**src/rtl/uart_pkg.sv**
```systemverilog
// Shared definitions for the UART command responder: default opcodes,
// response codes and the parser state encoding.
package uart_pkg;

  localparam logic [7:0] CMD_WRITE = 8'h57;
  localparam logic [7:0] CMD_READ  = 8'h52;
  localparam logic [7:0] RSP_ACK   = 8'h4B;
  localparam logic [7:0] RSP_NAK   = 8'h3F;

  typedef enum logic [1:0] {
    IDLE = 2'd0,
    ADDR = 2'd1,
    DATA = 2'd2,
    RESP = 2'd3
  } resp_state_t;

  // Address register width; a single-register bank still needs one bit.
  function automatic int addr_width(input int num_regs);
    return (num_regs > 1) ? $clog2(num_regs) : 1;
  endfunction

endpackage

```
**src/rtl/uart_reg_bank.sv**
```systemverilog
// 8-bit register bank: one synchronous write port, one combinational read
// port, whole bank exposed as a flat vector.
module uart_reg_bank #(
  parameter int NUM_REGS = 8,
  parameter int AW       = 3
) (
  input  logic                  clk,
  input  logic                  rst,
  input  logic                  we,
  input  logic [AW-1:0]         waddr,
  input  logic [7:0]            wdata,
  input  logic [AW-1:0]         raddr,
  output logic [7:0]            rdata,
  output logic [8*NUM_REGS-1:0] regs_out
);

  logic [7:0] r_regs [NUM_REGS];

  always_ff @(posedge clk or posedge rst) begin
    if (rst) begin
      for (int i = 0; i < NUM_REGS; i++) begin
        r_regs[i] <= 8'h00;
      end
    end else if (we) begin
      r_regs[waddr] <= wdata;
    end
  end

  // Callers only present in-range read addresses.
  assign rdata = r_regs[raddr];

  generate
    for (genvar gi = 0; gi < NUM_REGS; gi++) begin : g_flat
      assign regs_out[8*gi +: 8] = r_regs[gi];
    end
  endgenerate

endmodule

```
**src/rtl/uart_reg_responder.sv**
```systemverilog
// Packet parser between uart_rx and uart_tx: 'W' addr data writes the bank
// and answers ACK, 'R' addr answers with the register value, errors give NAK.
module uart_reg_responder #(
  parameter int         NUM_REGS       = 8,
  parameter int         TIMEOUT_CYCLES = 100000,
  parameter logic [7:0] CMD_WRITE      = uart_pkg::CMD_WRITE,
  parameter logic [7:0] CMD_READ       = uart_pkg::CMD_READ,
  parameter logic [7:0] RSP_ACK        = uart_pkg::RSP_ACK,
  parameter logic [7:0] RSP_NAK        = uart_pkg::RSP_NAK
) (
  input  logic                  clk,
  input  logic                  rst,
  input  logic                  rx_valid,
  input  logic [7:0]            rx_data,
  input  logic                  rx_error,
  input  logic                  tx_ready,
  output logic                  tx_valid,
  output logic [7:0]            tx_data,
  output logic [8*NUM_REGS-1:0] regs_out,
  output logic                  busy
);
  import uart_pkg::*;

  localparam int AW = addr_width(NUM_REGS);
  localparam int TW = (TIMEOUT_CYCLES > 1) ? $clog2(TIMEOUT_CYCLES) : 1;
  localparam logic [TW-1:0] TIMER_LIMIT = TW'(TIMEOUT_CYCLES - 1);
  localparam logic [8:0]    NUM_REGS_9  = 9'(NUM_REGS);

  resp_state_t   r_state, w_state_next;
  logic          r_is_write, w_is_write_next;
  logic [AW-1:0] r_addr, w_addr_next;
  logic [7:0]    r_tx_data, w_tx_data_next;
  logic [TW-1:0] r_timer, w_timer_next;
  logic          w_we;
  logic [7:0]    w_rdata;
  logic          w_addr_oob;

  // Full 8-bit compare so high address bits are never silently aliased.
  assign w_addr_oob = ({1'b0, rx_data} >= NUM_REGS_9);

  uart_reg_bank #(
    .NUM_REGS (NUM_REGS),
    .AW       (AW)
  ) u_bank (
    .clk      (clk),
    .rst      (rst),
    .we       (w_we),
    .waddr    (r_addr),
    .wdata    (rx_data),
    .raddr    (rx_data[AW-1:0]),
    .rdata    (w_rdata),
    .regs_out (regs_out)
  );

  always_ff @(posedge clk or posedge rst) begin
    if (rst) begin
      r_state    <= IDLE;
      r_is_write <= 1'b0;
      r_addr     <= '0;
      r_tx_data  <= 8'h00;
      r_timer    <= '0;
    end else begin
      r_state    <= w_state_next;
      r_is_write <= w_is_write_next;
      r_addr     <= w_addr_next;
      r_tx_data  <= w_tx_data_next;
      r_timer    <= w_timer_next;
    end
  end

  always_comb begin
    w_state_next    = r_state;
    w_is_write_next = r_is_write;
    w_addr_next     = r_addr;
    w_tx_data_next  = r_tx_data;
    w_timer_next    = '0;
    w_we            = 1'b0;
    case (r_state)
      IDLE: begin
        if (rx_valid) begin
          if (!rx_error && (rx_data == CMD_WRITE || rx_data == CMD_READ)) begin
            w_is_write_next = (rx_data == CMD_WRITE);
            w_state_next    = ADDR;
          end else begin
            w_tx_data_next = RSP_NAK;
            w_state_next   = RESP;
          end
        end
      end
      ADDR: begin
        if (rx_valid) begin
          if (rx_error || w_addr_oob) begin
            w_tx_data_next = RSP_NAK;
            w_state_next   = RESP;
          end else if (!r_is_write) begin
            w_tx_data_next = w_rdata;
            w_state_next   = RESP;
          end else begin
            w_addr_next  = rx_data[AW-1:0];
            w_state_next = DATA;
          end
        end else if (r_timer == TIMER_LIMIT) begin
          w_state_next = IDLE;
        end else begin
          w_timer_next = r_timer + 1'b1;
        end
      end
      DATA: begin
        if (rx_valid) begin
          w_state_next = RESP;
          if (rx_error) begin
            w_tx_data_next = RSP_NAK;
          end else begin
            w_we           = 1'b1;
            w_tx_data_next = RSP_ACK;
          end
        end else if (r_timer == TIMER_LIMIT) begin
          w_state_next = IDLE;
        end else begin
          w_timer_next = r_timer + 1'b1;
        end
      end
      RESP: begin
        // Bytes arriving while a response is pending are dropped.
        if (tx_ready) begin
          w_state_next = IDLE;
        end
      end
      default: w_state_next = IDLE;
    endcase
  end

  assign tx_valid = (r_state == RESP);
  assign tx_data  = r_tx_data;
  assign busy     = (r_state != IDLE);

endmodule

```
**config.mk**
```make
export PLATFORM = sky130hd
export DESIGN_NAME = uart_reg_responder
export DESIGN_NICKNAME = d
export VERILOG_FILES = /design/src/rtl/uart_pkg.sv /design/src/rtl/uart_reg_bank.sv /design/src/rtl/uart_reg_responder.sv
export SDC_FILE = /design/constraint.sdc
export NUM_CORES = 1
export LEC_CHECK = 0
export BUFFER_PORTS_ARGS = -buffer_cell sky130_fd_sc_hd__buf_2
export CORE_AREA = 2 2 81 141
export CTS_CLUSTER_SIZE = 25
export DETAILED_ROUTE_END_ITERATION = 7
export DIE_AREA = 0 0 83 143
export PLACE_DENSITY = 0.65
export REMOVE_ABC_BUFFERS = 1
export SLEW_MARGIN = 20
export SYNTH_ARGS = -nofsm -noshare
export SYNTH_HDL_FRONTEND = slang
export SYNTH_SLANG_ARGS = --single-unit
```
**constraint.sdc**
```tcl
create_clock -name clk -period 5.4 [get_ports clk]
set_input_delay 0.81 -clock clk [delete_from_list [all_inputs] [get_ports clk]]
set_output_delay 0.81 -clock clk [all_outputs]
set_load 0.02 [all_outputs]
```
==> run_results.csv <==
group,metric,value,unit
grt,grt_pass1_wl,18100,um
power,leakagePower,2.80,nW
place,routabilityCongestion,0.877,
critical_path,cp-start-kind,"primary input",
status,status,"finished clean",
route,vias,3316,
yosys,synth-seq-cells,95,
timing,drv_slew,0,
final_layout,final_common_cell,"dfrtp_1",
yosys,yosys.area.top_type,"dfrtp_1",
yosys,yosys-top-cells-area,"dfrtp_1 (50%), mux2_2 (16%), mux2i_1 (6.2%), a22oi_1 (2.2%), xor2_1 (2.2%)",
route,finalWirelength,11500,um
timing,min_period,2.68,ns
floorplan,coreArea,0.0107,sq mm
final_layout,fillers,1000,
cts,cts_buffer_depth,2,
yosys,yosys_warnings,0,
route,drc,0,
min_path,hold_depth,1,
yosys,ys_async_sr_fraction,100,%
critical_path,crit_required,5.63,ns
critical_path,reg2reg_depth,6,
cts,ctsHoldBuffers,0,
cts,root_buffer,"clkbuf_16",
min_path,hp-start,"r_timer[0]$_DFF_PP0_",
critical_path,critical_path_arrival,2.91,ns
final_layout,areaGrowthSynthToFinish,16.0,%
timing,max_freq,0.374,GHz
floorplan,std_cell_rows,50,
yosys,netlist.area_leader.share,50.5,%
grt,antenna_found_initial,0,
yosys,yosysSeqAreaShare,50.5,%
route,vias_per_cell,5.66,
place,dp_cells,570,
grt,grtUsageTotal,20.0,%
final_layout,layout-drive-gt1-share,41.7,%
cts,numCtsBuffers,9,
critical_path,critical_path.max_fanout,23,
min_path,hold_path_class,"flop to flop",
yosys,syn_inst,375,
place,io_buffer_count,86,
yosys,syn_area,0.00471,sq mm
critical_path,endpoint,"tx_data[7]$_DFFE_PP0P_",
timing,setup_tns,0,ns
final_layout,layout.nets,470,
route,drtIter0Drc,188,
power,power_per_cell_area,364,mW/mm^2
route,first_pass_iters,4,
cts,worst_skew_pair.late_latency,0.35,ns
cts,htreeDepth,3,
yosys,synth.distinct_cells,49,
critical_path,end_kind,"flop",
timing,relSlewSlack,42.0,%
timing,setup_viol,0,
floorplan,io_pins,87,
grt,grt_overflow_total,0,
critical_path,worstReg2RegStart,"r_state[0]$_DFFE_PP0P_",
final_layout,diodes,0,
timing,fin_crit_sh,49.5,%
place,dp_hpwl,8300,um
yosys,synth_ff_type,"dfrtp_1",
timing,rsz0062_at_grt,"false",
cts,cts_num_sinks,95,
critical_path,r2r_setup_slack,2.95,ns
cts,post_cts_resized,0,
yosys,synth-edff-count,0,
yosys,syn_avg_cell_area,12.6,sq um
final_layout,final_cells,586,
grt,grt_start_max_net_pins,52,
critical_path,reg2reg_to,"u_bank.regs_out[28]$_DFFE_PP0P_",
cts,cts_tree,"yes",
timing,skew,0.00551,ns
cts,clk_pin_slew,0.07,ns
floorplan,die_area,0.0119,sq mm
floorplan,initial_core_util,44.0,%
floorplan,die_x,83,um
cts,postCtsSetupBuffers,0,
timing,max_slew.worst_pin.slew,0.870,ns
grt,grt_pass1_vias,3275,
critical_path,critPathKind,"primary input to flop",
power,vdd_drop_max,0.000192,V
route,drt-wirelength-per-cell,19.6,um
floorplan,die_h,143,um
timing,hold_viol_final,0,
route,ant_nets,0,
critical_path,cp-startpoint,"rx_data[1]",
job,drv_cap,0,
final_layout,layout_common_cells,"dfrtp_1 (95), buf_2 (86), mux2_2 (68)",
[flip-flops by register name, summed over array words and instances, names as in the netlist]
name	cells
r_addr	3
tx_data	8
r_timer	17
u_bank.regs_out	64
r_state	2
r_is_write	1
[report_power, final]
part	switching, mW	total [mW]	internal [mW]
Clock	0.261	0.633	0.371
Combinational	0.324	0.514	0.190
Sequential	0.0586	0.844	0.785
Total	0.644	1.99	1.35
[metrics by stage]
stage | power (mW) | hold slack [ns] | setup WS [ns] | util, % | instance area, sq um
final | 1.99 | 0.480 | 2.72 | 51.1 | 5460
after global routing | 2.09 | 0.525 | 2.61 | 51.1 | 5460
after CTS | 2.01 | 0.482 | 2.73 | 51.1 | 5460
after detailed placement | 1.38 | 0.473 | 2.36 | 48.3 | 5170
after global placement | 1.36 | 0.465 | 2.41 | 48.3 | 5170
after floorplan | 1.20 | 0.448 | 2.11 | - | 4560
[area by class of cell]
type	count	area, sq um	area share (%)
timing repair buffer	88	445	8.15
clock buffer	13	250	4.58
tap	130	163	2.98
inverter	14	53.8	0.985
clock inverter	3	42.5	0.779
multi-input combinational	243	2130	39.0
sequential	95	2380	43.5
[worst min-delay path by stage]
| stage | to | slack (ns) |
|---|---|---|
| finish | r_timer[0]$_DFF_PP0_ | 0.48 |
| global route | r_timer[0]$_DFF_PP0_ | 0.53 |
| CTS | r_timer[0]$_DFF_PP0_ | 0.48 |
| detailed placement | r_timer[0]$_DFF_PP0_ | 0.47 |
| global placement | r_timer[0]$_DFF_PP0_ | 0.46 |
| floorplan | r_timer[0]$_DFF_PP0_ | 0.45 |
[routing by layer]
layer	wire, um	global-route usage (%)	vias to the layer above
met2	6270	36.0	81
li1	-	-	1523
met5	0	0	-
met4	413	9.32	0
met3	398	4.05	19
met1	4400	22.6	1693
[kinds of logic after synthesis]
| group | Yosys count | synth area share, % |
|---|---|---|
| adder cells (fa/ha/maj) | 6 | 1.59 |
| AND/OR/NAND/NOR | 83 | 11.2 |
| buffers and inverters | 37 | 4.25 |
| multiplexers | 100 | 23.7 |
| flip-flops | 95 | 50.5 |
| XOR/XNOR | 13 | 2.42 |
| AO/OA/AOI/OAI | 41 | 6.30 |
[cells in the mapped netlist (4+ instances only)]
| cell type | number |
|---|---|
| o21ai_0 | 5 |
| and4_1 | 4 |
| buf_4 | 6 |
| nand4_1 | 15 |
| mux2i_1 | 29 |
| clkbuf_1 | 8 |
| nand3_1 | 6 |
| a21oi_1 | 9 |
| mux2_2 | 68 |
| ha_1 | 6 |
| buf_2 | 5 |
| xor2_1 | 12 |
| a22oi_1 | 14 |
| inv_1 | 14 |
| dfrtp_1 | 95 |
| nor2_1 | 18 |
| nand2_1 | 10 |
| o221ai_1 | 6 |
[worst max-delay path: stages]
cell,delay [ns]
buf_2,0.50
buf_4,0.40
and4b_2,0.27
o2111ai_2,0.20
and3_1,0.37
mux2_4,0.32
Note: power is estimated with default switching activity, not from simulation.
